## config.mk

```make
export PLATFORM = sky130hd
export DESIGN_NAME = scaler_h_mc
export DESIGN_NICKNAME = d
export VERILOG_FILES = /design/src/rtl/scaler_h_mc.sv
export SDC_FILE = /design/constraint.sdc
export NUM_CORES = 1
export LEC_CHECK = 0
export ABC_AREA = 1
export CAP_MARGIN = 20
export CORE_MARGIN = 5
export CORE_UTILIZATION = 35
export CTS_CLUSTER_DIAMETER = 80
export DETAILED_ROUTE_END_ITERATION = 7
export GPL_TIMING_DRIVEN = 0
export PLACE_DENSITY_LB_ADDON = 0.15
export SYNTH_ARGS = -nofsm -noshare
export SYNTH_HDL_FRONTEND = slang
export SYNTH_SLANG_ARGS = --single-unit
```

## constraint.sdc

```tcl
create_clock -name clk -period 14.25 [get_ports clk]
set_input_delay 2.85 -clock clk [delete_from_list [all_inputs] [get_ports clk]]
set_output_delay 2.85 -clock clk [all_outputs]
set_load 0.03 [all_outputs]
```

## src/rtl/scaler_h_mc.sv

```systemverilog
// ---------------------------------------------------------------------------
// scaler_h_mc
//   Multi-channel horizontal downscaler. Each line is resampled at a
//   fixed-point step latched at line start, using linear or
//   nearest-neighbour interpolation between the previous and current input
//   pixels. The output pipeline has a fixed 2-cycle latency
//   (stage 1: multiply, stage 2: round/add).
//
// Ports
//   clk, rst_n     clock (posedge) and asynchronous active-low reset
//   scale_step_h   source pixels per output pixel, Q(STEP_W-FRAC_W).FRAC_W
//   mode_i         0 = linear, 1 = nearest neighbour (latched at line start)
//   di_i           input pixel, channels packed {chN-1..ch0}
//   de_i           input pixel valid
//   hs_i, vs_i     line / frame start, qualified by de_i
//   do_o           output pixel, holds its value while de_o is low
//   de_o           output pixel valid
//   hs_o, vs_o     first output of a line / first line of a frame
//   pix_cnt_o      output count of the last completed line
//   err_o          current line runs with a clamped step (step < 1.0)
//   ovf_o          current line ran past 2**XW input pixels
//   dbg_state      FSM state (IDLE=0, ACTIVE=1, OVF=2)
//
// Handshake: there is no back-pressure. A pixel is transferred on every
// rising edge where de_i is high; an output is valid on every cycle where
// de_o is high, and the consumer must accept it in that cycle.
// ---------------------------------------------------------------------------
module scaler_h_mc #(
    parameter int DW     = 12,
    parameter int CH     = 1,
    parameter int FRAC_W = 12,
    parameter int STEP_W = 16,
    parameter int XW     = 11
) (
    input  logic                 clk,
    input  logic                 rst_n,
    input  logic [STEP_W-1:0]    scale_step_h,
    input  logic                 mode_i,
    input  logic [CH*DW-1:0]     di_i,
    input  logic                 de_i,
    input  logic                 hs_i,
    input  logic                 vs_i,
    output logic [CH*DW-1:0]     do_o,
    output logic                 de_o,
    output logic                 hs_o,
    output logic                 vs_o,
    output logic [XW-1:0]        pix_cnt_o,
    output logic                 err_o,
    output logic                 ovf_o,
    output logic [1:0]           dbg_state
);

    localparam int PW     = XW + FRAC_W;
    localparam int PROD_W = DW + 1 + FRAC_W;

    localparam logic [STEP_W-1:0] STEP_ONE =
        {{(STEP_W-FRAC_W-1){1'b0}}, 1'b1, {FRAC_W{1'b0}}};
    localparam logic signed [PROD_W-1:0] RND_HALF =
        {{(PROD_W-FRAC_W){1'b0}}, 1'b1, {(FRAC_W-1){1'b0}}};

    typedef enum logic [1:0] {
        IDLE   = 2'd0,
        ACTIVE = 2'd1,
        OVF    = 2'd2
    } state_t;

    // line control state
    state_t              state;
    logic [STEP_W-1:0]   step_q;
    logic                mode_q;
    logic [PW-1:0]       pos_q;
    logic [XW-1:0]       idx_q;      // index of the pixel held in prev_q
    logic [CH*DW-1:0]    prev_q;
    logic [XW-1:0]       out_cnt_q;
    logic                first_pend; // next emitted output is the line's first
    logic                vs_pend;

    // stage 1
    logic                s1_valid;
    logic                s1_hs;
    logic                s1_vs;
    logic                s1_mode;
    logic                s1_near_cur;
    logic [CH*DW-1:0]    s1_prev;
    logic [CH*DW-1:0]    s1_cur;
    logic signed [PROD_W-1:0] s1_prod [CH];

    assign dbg_state = state;

    // -----------------------------------------------------------------------
    // Control decode
    // -----------------------------------------------------------------------
    logic              line_start;
    logic              px_active;
    logic              last_idx;
    logic              emit;
    logic              step_clamp;
    logic [XW-1:0]     pos_int;
    logic [FRAC_W-1:0] frac;
    logic [PW-1:0]     step_ext;

    assign line_start = de_i & hs_i;
    assign px_active  = de_i & ~hs_i & (state == ACTIVE);
    // the incoming pixel would need index 2**XW, which does not fit
    assign last_idx   = (idx_q == {XW{1'b1}});
    assign pos_int    = pos_q[PW-1:FRAC_W];
    assign frac       = pos_q[FRAC_W-1:0];
    // an output sits between prev (index idx_q) and cur when pos points at prev
    assign emit       = px_active & ~last_idx & (pos_int == idx_q);
    assign step_clamp = (scale_step_h < STEP_ONE);
    assign step_ext   = PW'(step_q);

    // -----------------------------------------------------------------------
    // Stage 1 datapath: per-channel (cur - prev) * frac
    // -----------------------------------------------------------------------
    logic signed [PROD_W-1:0] prod_d [CH];
    logic signed [DW:0]       diff_d [CH];
    logic signed [PROD_W-1:0] diff_ext [CH];
    logic signed [PROD_W-1:0] frac_ext;

    always_comb begin
        frac_ext = {{(PROD_W-FRAC_W){1'b0}}, frac};
        for (int c = 0; c < CH; c++) begin
            diff_d[c]   = $signed({1'b0, di_i[c*DW +: DW]}) -
                          $signed({1'b0, prev_q[c*DW +: DW]});
            diff_ext[c] = {{(PROD_W-DW-1){diff_d[c][DW]}}, diff_d[c]};
            prod_d[c]   = diff_ext[c] * frac_ext;
        end
    end

    // -----------------------------------------------------------------------
    // Line FSM and position tracking
    // -----------------------------------------------------------------------
    always_ff @(posedge clk or negedge rst_n) begin
        if (!rst_n) begin
            state      <= IDLE;
            step_q     <= '0;
            mode_q     <= 1'b0;
            pos_q      <= '0;
            idx_q      <= '0;
            prev_q     <= '0;
            out_cnt_q  <= '0;
            first_pend <= 1'b0;
            vs_pend    <= 1'b0;
            pix_cnt_o  <= '0;
            err_o      <= 1'b0;
            ovf_o      <= 1'b0;
        end else if (line_start) begin
            state      <= ACTIVE;
            step_q     <= step_clamp ? STEP_ONE : scale_step_h;
            err_o      <= step_clamp;
            mode_q     <= mode_i;
            pos_q      <= '0;
            idx_q      <= '0;
            prev_q     <= di_i;
            // outputs are counted when issued, so anything still in the
            // pipeline here already belongs to the old line's count
            pix_cnt_o  <= out_cnt_q;
            out_cnt_q  <= '0;
            ovf_o      <= 1'b0;
            vs_pend    <= vs_i;
            first_pend <= 1'b1;
        end else if (px_active) begin
            if (last_idx) begin
                state <= OVF;
                ovf_o <= 1'b1;
            end else begin
                idx_q  <= idx_q + 1'b1;
                prev_q <= di_i;
                if (emit) begin
                    pos_q      <= pos_q + step_ext;
                    out_cnt_q  <= out_cnt_q + 1'b1;
                    first_pend <= 1'b0;
                    if (first_pend) begin
                        vs_pend <= 1'b0;
                    end
                end
            end
        end
    end

    // -----------------------------------------------------------------------
    // Stage 1 registers
    // -----------------------------------------------------------------------
    always_ff @(posedge clk or negedge rst_n) begin
        if (!rst_n) begin
            s1_valid    <= 1'b0;
            s1_hs       <= 1'b0;
            s1_vs       <= 1'b0;
            s1_mode     <= 1'b0;
            s1_near_cur <= 1'b0;
            s1_prev     <= '0;
            s1_cur      <= '0;
            for (int c = 0; c < CH; c++) begin
                s1_prod[c] <= '0;
            end
        end else begin
            s1_valid <= emit;
            if (emit) begin
                s1_hs       <= first_pend;
                s1_vs       <= first_pend & vs_pend;
                s1_mode     <= mode_q;
                // frac >= 0.5 is exactly the top fractional bit
                s1_near_cur <= frac[FRAC_W-1];
                s1_prev     <= prev_q;
                s1_cur      <= di_i;
                for (int c = 0; c < CH; c++) begin
                    s1_prod[c] <= prod_d[c];
                end
            end
        end
    end

    // -----------------------------------------------------------------------
    // Stage 2 datapath: round, add to prev, or pick nearest
    // -----------------------------------------------------------------------
    logic signed [PROD_W-1:0] rnd_d [CH];
    logic [PROD_W-1:0]        sum_d [CH];
    logic [CH*DW-1:0]         out_d;
    logic                     unused_sum_hi;

    always_comb begin
        out_d         = '0;
        unused_sum_hi = 1'b0;
        for (int c = 0; c < CH; c++) begin
            rnd_d[c] = (s1_prod[c] + RND_HALF) >>> FRAC_W;
            // the rounded result lies between prev and cur, so the low DW
            // bits of the sum are the final value and never saturate
            sum_d[c] = {{(PROD_W-DW){1'b0}}, s1_prev[c*DW +: DW]} + rnd_d[c];
            unused_sum_hi = unused_sum_hi ^ (^sum_d[c][PROD_W-1:DW]);
            if (s1_mode) begin
                out_d[c*DW +: DW] = s1_near_cur ? s1_cur[c*DW +: DW]
                                                : s1_prev[c*DW +: DW];
            end else begin
                out_d[c*DW +: DW] = sum_d[c][DW-1:0];
            end
        end
    end

    always_ff @(posedge clk or negedge rst_n) begin
        if (!rst_n) begin
            de_o <= 1'b0;
            hs_o <= 1'b0;
            vs_o <= 1'b0;
            do_o <= '0;
        end else begin
            de_o <= s1_valid;
            hs_o <= s1_valid & s1_hs;
            vs_o <= s1_valid & s1_vs;
            if (s1_valid) begin
                do_o <= out_d;
            end
        end
    end

endmodule

```

==> run metrics, run 1 <==
CP endpoint kind register; clock tree buffer depth 2; Slew @ Worst Pin 895 ps; area grow syn2layout 13.6%; Leakage 8.29 nW; fill cell count 4,304; worst path bufs/invs 7; antenna viol nets, final 0; Gate power share 74.0%; gp weighted congestion 0.901; Pwr per Cell Area 262 mW/mm^2; gr ovfl total 0; Top delay family on crit path adder cells; count of final setup violators 0; Ys Warns 0; setup tns final 0 ps; vias 12,300; PortBufs 63; Crit path top cell by count fa_1; CP max stage delay 780 ps; vias in the first global route 12,500; clk sinks 147; Clock power frac 11.1%; FF+latch count, synth 147; worst-path maximum fanout 10; Setup Fix Bufs, Post-CTS 0; Hold Path Cell Cnt 2; RR Endpoint s1_prod[21]; Pint 0.00194 W; # DRC 0; Placeable Area 0.0407 sq mm; Clk Latency, worst-skew pair 430 ps; cell row count 74; sequential share of power 14.8%; clock period minus worst slack 10,270 ps; outcome complete, no violations; CP startpoint kind primary input; die height 213 um; Post-Layout Inst Area 0.0163 sq mm; period utilization 72.1%; final net count 2,244; post-DP HPWL 34.3 mm; Seq/Total Area, Yosys 25.6%; post_cts resized 0; sw power 0.00234 W; Max-slew headroom 39.9%; WL final 41.5 mm; mapped cell area 0.0144 sq mm; initial antenna violation count 0; final hold violations 0; RSZ-0062 raised after global routing no; DR WL/cell 16.5 um; Clock Skew 14.7 ps; Net Sw Frac 54.7%; first-pass GRT wire length 68.4 mm; CTS tree done; R2R setup slack 6660 ps; fraction of layout cells with a size suffix above 1 3.42%; Num CTS Buffers 17; GRT Util Overall 19.2%; # diodes 0; Avg Inst Size Synth 7.59 sq um; largest net degree at the start of global routing 86; Critical Path RT 14,530 ps; root buf cell clkbuf_16; Syn Nets 2,161; worst vdd ir 0.175 mV; Worst R2R Path Depth 25; Slew Limit Fails 0; Iter 0 DRT Violations 713; initial cell density of the core 35.2%; critical path class primary input to register; min-delay src s1_hs; I/O Pins 64; CP arrival 10,560 ps; Synth cell types 44; hold path endpoint hs_o; DIE AREA 0.0452 sq mm; CTS H-tree depth 4; Clock transition at path regs 70 ps; max-cap check violation count 0; drt first pass iters 5; type of the most critical hold path register to register; cts hold-fix bufs 0; DP Area 0.0157 sq mm; vias per cell 4.87; f_max 0.0973 GHz; Mapped Cells 1,891; Die X-Extent 213 um; Critical Path Slowest Stage Cell fa_1; FF-to-FF Start prev_q[0]
-- power by group through the flow --
stage,Combinational (W),Sequential (W),Clock (W)
after floorplan,0.00222,0.000645,0
after global placement,0.00320,0.000641,0
after detailed placement,0.00320,0.000642,0
after CTS,0.00323,0.000635,0.000489
after global routing,0.00368,0.000647,0.000504
final,0.00317,0.000634,0.000477
-- metal layers --
layer / wire length, um / vias to the layer above / GRT usage [%]
li1: - / 6067 / -
met1: 19500 / 5890 / 26.8
met2: 19100 / 252 / 31.1
met3: 1700 / 49 / 2.61
met4: 1160 / 0 / 6.11
met5: 0 / - / 0
-- cell usage after synthesis (all sizes together) --
master	instances	area (sq um)
a211oi	2	15.0
a21boi	3	22.5
a21o	4	30.0
a21oi	66	330
a31o	1	8.76
a31oi	11	68.8
and2	1	6.26
and3	3	18.8
buf	17	88.8
clkbuf	35	131
clkinv	3	11.3
dfrtp	147	3680
fa	142	2840
ha	94	1180
inv	343	1290
nand2	464	1750
nand3	90	450
nand3b	7	65.1
nand4	30	194
nor2	190	713
nor3	23	131
nor3b	1	7.51
nor4	8	50.1
o211ai	2	15.0
o21a	2	15.0
o21ai	120	601
o21bai	4	30.0
o22a	1	8.76
o22ai	14	93.8
o31ai	2	15.0
or2	13	81.3
or3	1	6.26
xnor2	25	219
xor2	22	193
-- layout make-up --
| cell class | instances | area (sq um) | area share [%] |
|---|---|---|---|
| clock buffers | 20 | 457 | 2.80 |
| clock inverters | 12 | 168 | 1.03 |
| well taps | 532 | 666 | 4.08 |
| plain buffers | 52 | 220 | 1.35 |
| inverters | 346 | 1300 | 7.97 |
| flip-flops and latches | 147 | 3680 | 22.6 |
| repair buffers | 64 | 659 | 4.04 |
| multi-input cells | 1346 | 9160 | 56.2 |
-- logic make-up (layout without fill, tap and decap cells) --
kind of cell,count (synthesis),in the layout,synth area share (%)
AO/OA/AOI/OAI,232,232,8.73
XOR/XNOR,47,47,2.87
adder cells (fa/ha/maj),236,236,28.0
buffers and inverters,398,494,10.6
flip-flops,147,147,25.6
AND/OR/NAND/NOR,831,831,24.2
-- through the flow --
| step | worst slack, ps | util, % | hold slack (ps) | std cells | total power [W] |
|---|---|---|---|---|---|
| 2_1_floorplan | 5460 | - | 423 | 1891 | 0.00286 |
| 3_3_place_gp | 3620 | 38.4 | 449 | 2486 | 0.00384 |
| 3_5_place_dp | 3560 | 38.5 | 458 | 2487 | 0.00384 |
| 4_1_cts | 4020 | 40.0 | 472 | 2519 | 0.00435 |
| 5_1_grt | 3520 | 40.0 | 488 | 2519 | 0.00483 |
| 6_report | 3980 | 40.0 | 467 | 2519 | 0.00428 |
-- how the worst max path moves through the flow --
| stage | start | to | slack [ps] | depth (start not counted) |
|---|---|---|---|---|
| 4_1_cts | di_i[0] | s1_prod[21] | 4020 | 27 |
| 2_1_floorplan | di_i[0] | s1_prod[21] | 5460 | 26 |
| 5_1_grt | di_i[0] | s1_prod[21] | 3520 | 27 |
| 3_3_place_gp | di_i[0] | s1_prod[21] | 3620 | 27 |
| 3_5_place_dp | di_i[0] | s1_prod[21] | 3560 | 27 |
| 6_report | di_i[0] | s1_prod[21] | 3980 | 27 |
-- worst register-to-register path: stages, from the launching register on --
cell	delay, ps
dfrtp_1	380
ha_1	210
fa_1	390
nand3b_1	170
nand2_1	170
nand3_1	130
nand3_1	230
clkbuf_1	490
nor2_1	240
fa_1	600
inv_1	80
fa_1	780
inv_1	280
fa_1	540
fa_1	500
inv_1	60
fa_1	580
inv_1	60
ha_1	380
nand2_1	170
nor4_1	440
o21ai_0	200
nand3_1	100
nand2_1	50
nand3_1	130
o21ai_0	110
-- layout by cell type, fill, tap and decap left out, drive strengths merged --
| cell type | count |
|---|---|
| o211ai | 2 |
| nand3 | 90 |
| bufinv | 3 |
| nor3 | 23 |
| o21a | 2 |
| o21bai | 4 |
| or2 | 13 |
| o21ai | 120 |
| a211oi | 2 |
| fa | 142 |
| clkbuf | 55 |
| or3 | 1 |
| and3 | 3 |
| nor2 | 190 |
| a21boi | 3 |
| clkinvlp | 1 |
| o22a | 1 |
| o31ai | 2 |
| xnor2 | 25 |
| clkinv | 7 |
| nand2 | 464 |
| nand4 | 30 |
| a21oi | 66 |
| a21o | 4 |
| buf | 19 |
| clkdlybuf4s50 | 62 |
| nor4 | 8 |
| nor3b | 1 |
| a31oi | 11 |
| inv | 347 |
| dfrtp | 147 |
| o22ai | 14 |
| ha | 94 |
| a31o | 1 |
| xor2 | 22 |
| nand3b | 7 |
| and2 | 1 |
-- registers in the layout, indices dropped and copies added (netlist names), 11 cells and up --
register / cells
prev_q: 12
s1_prod: 13
pix_cnt_o: 11
do_o: 12
s1_prev: 12
s1_cur: 12
idx_q: 11
step_q: 16
out_cnt_q: 11
pos_q: 23
No activity file was read; power rests on OpenSTA's default activity.
==> run 2: changes to the inputs <==
clock period = 10.6 ns   (was 14.25 ns; I/O delays follow)
==> results of run 2 <==
Same layout as run 1 (identical final DEF). Status: complete, no violations.
Among the figures that moved: setup slack after placement 3560 ps -> 638 ps; setup slack after layout 3980 ps -> 1060 ps; register-to-register setup slack 6660 ps -> 3010 ps; total power 0.00428 W -> 0.00575 W; worst IR drop on VDD 0.175 mV -> 0.236 mV
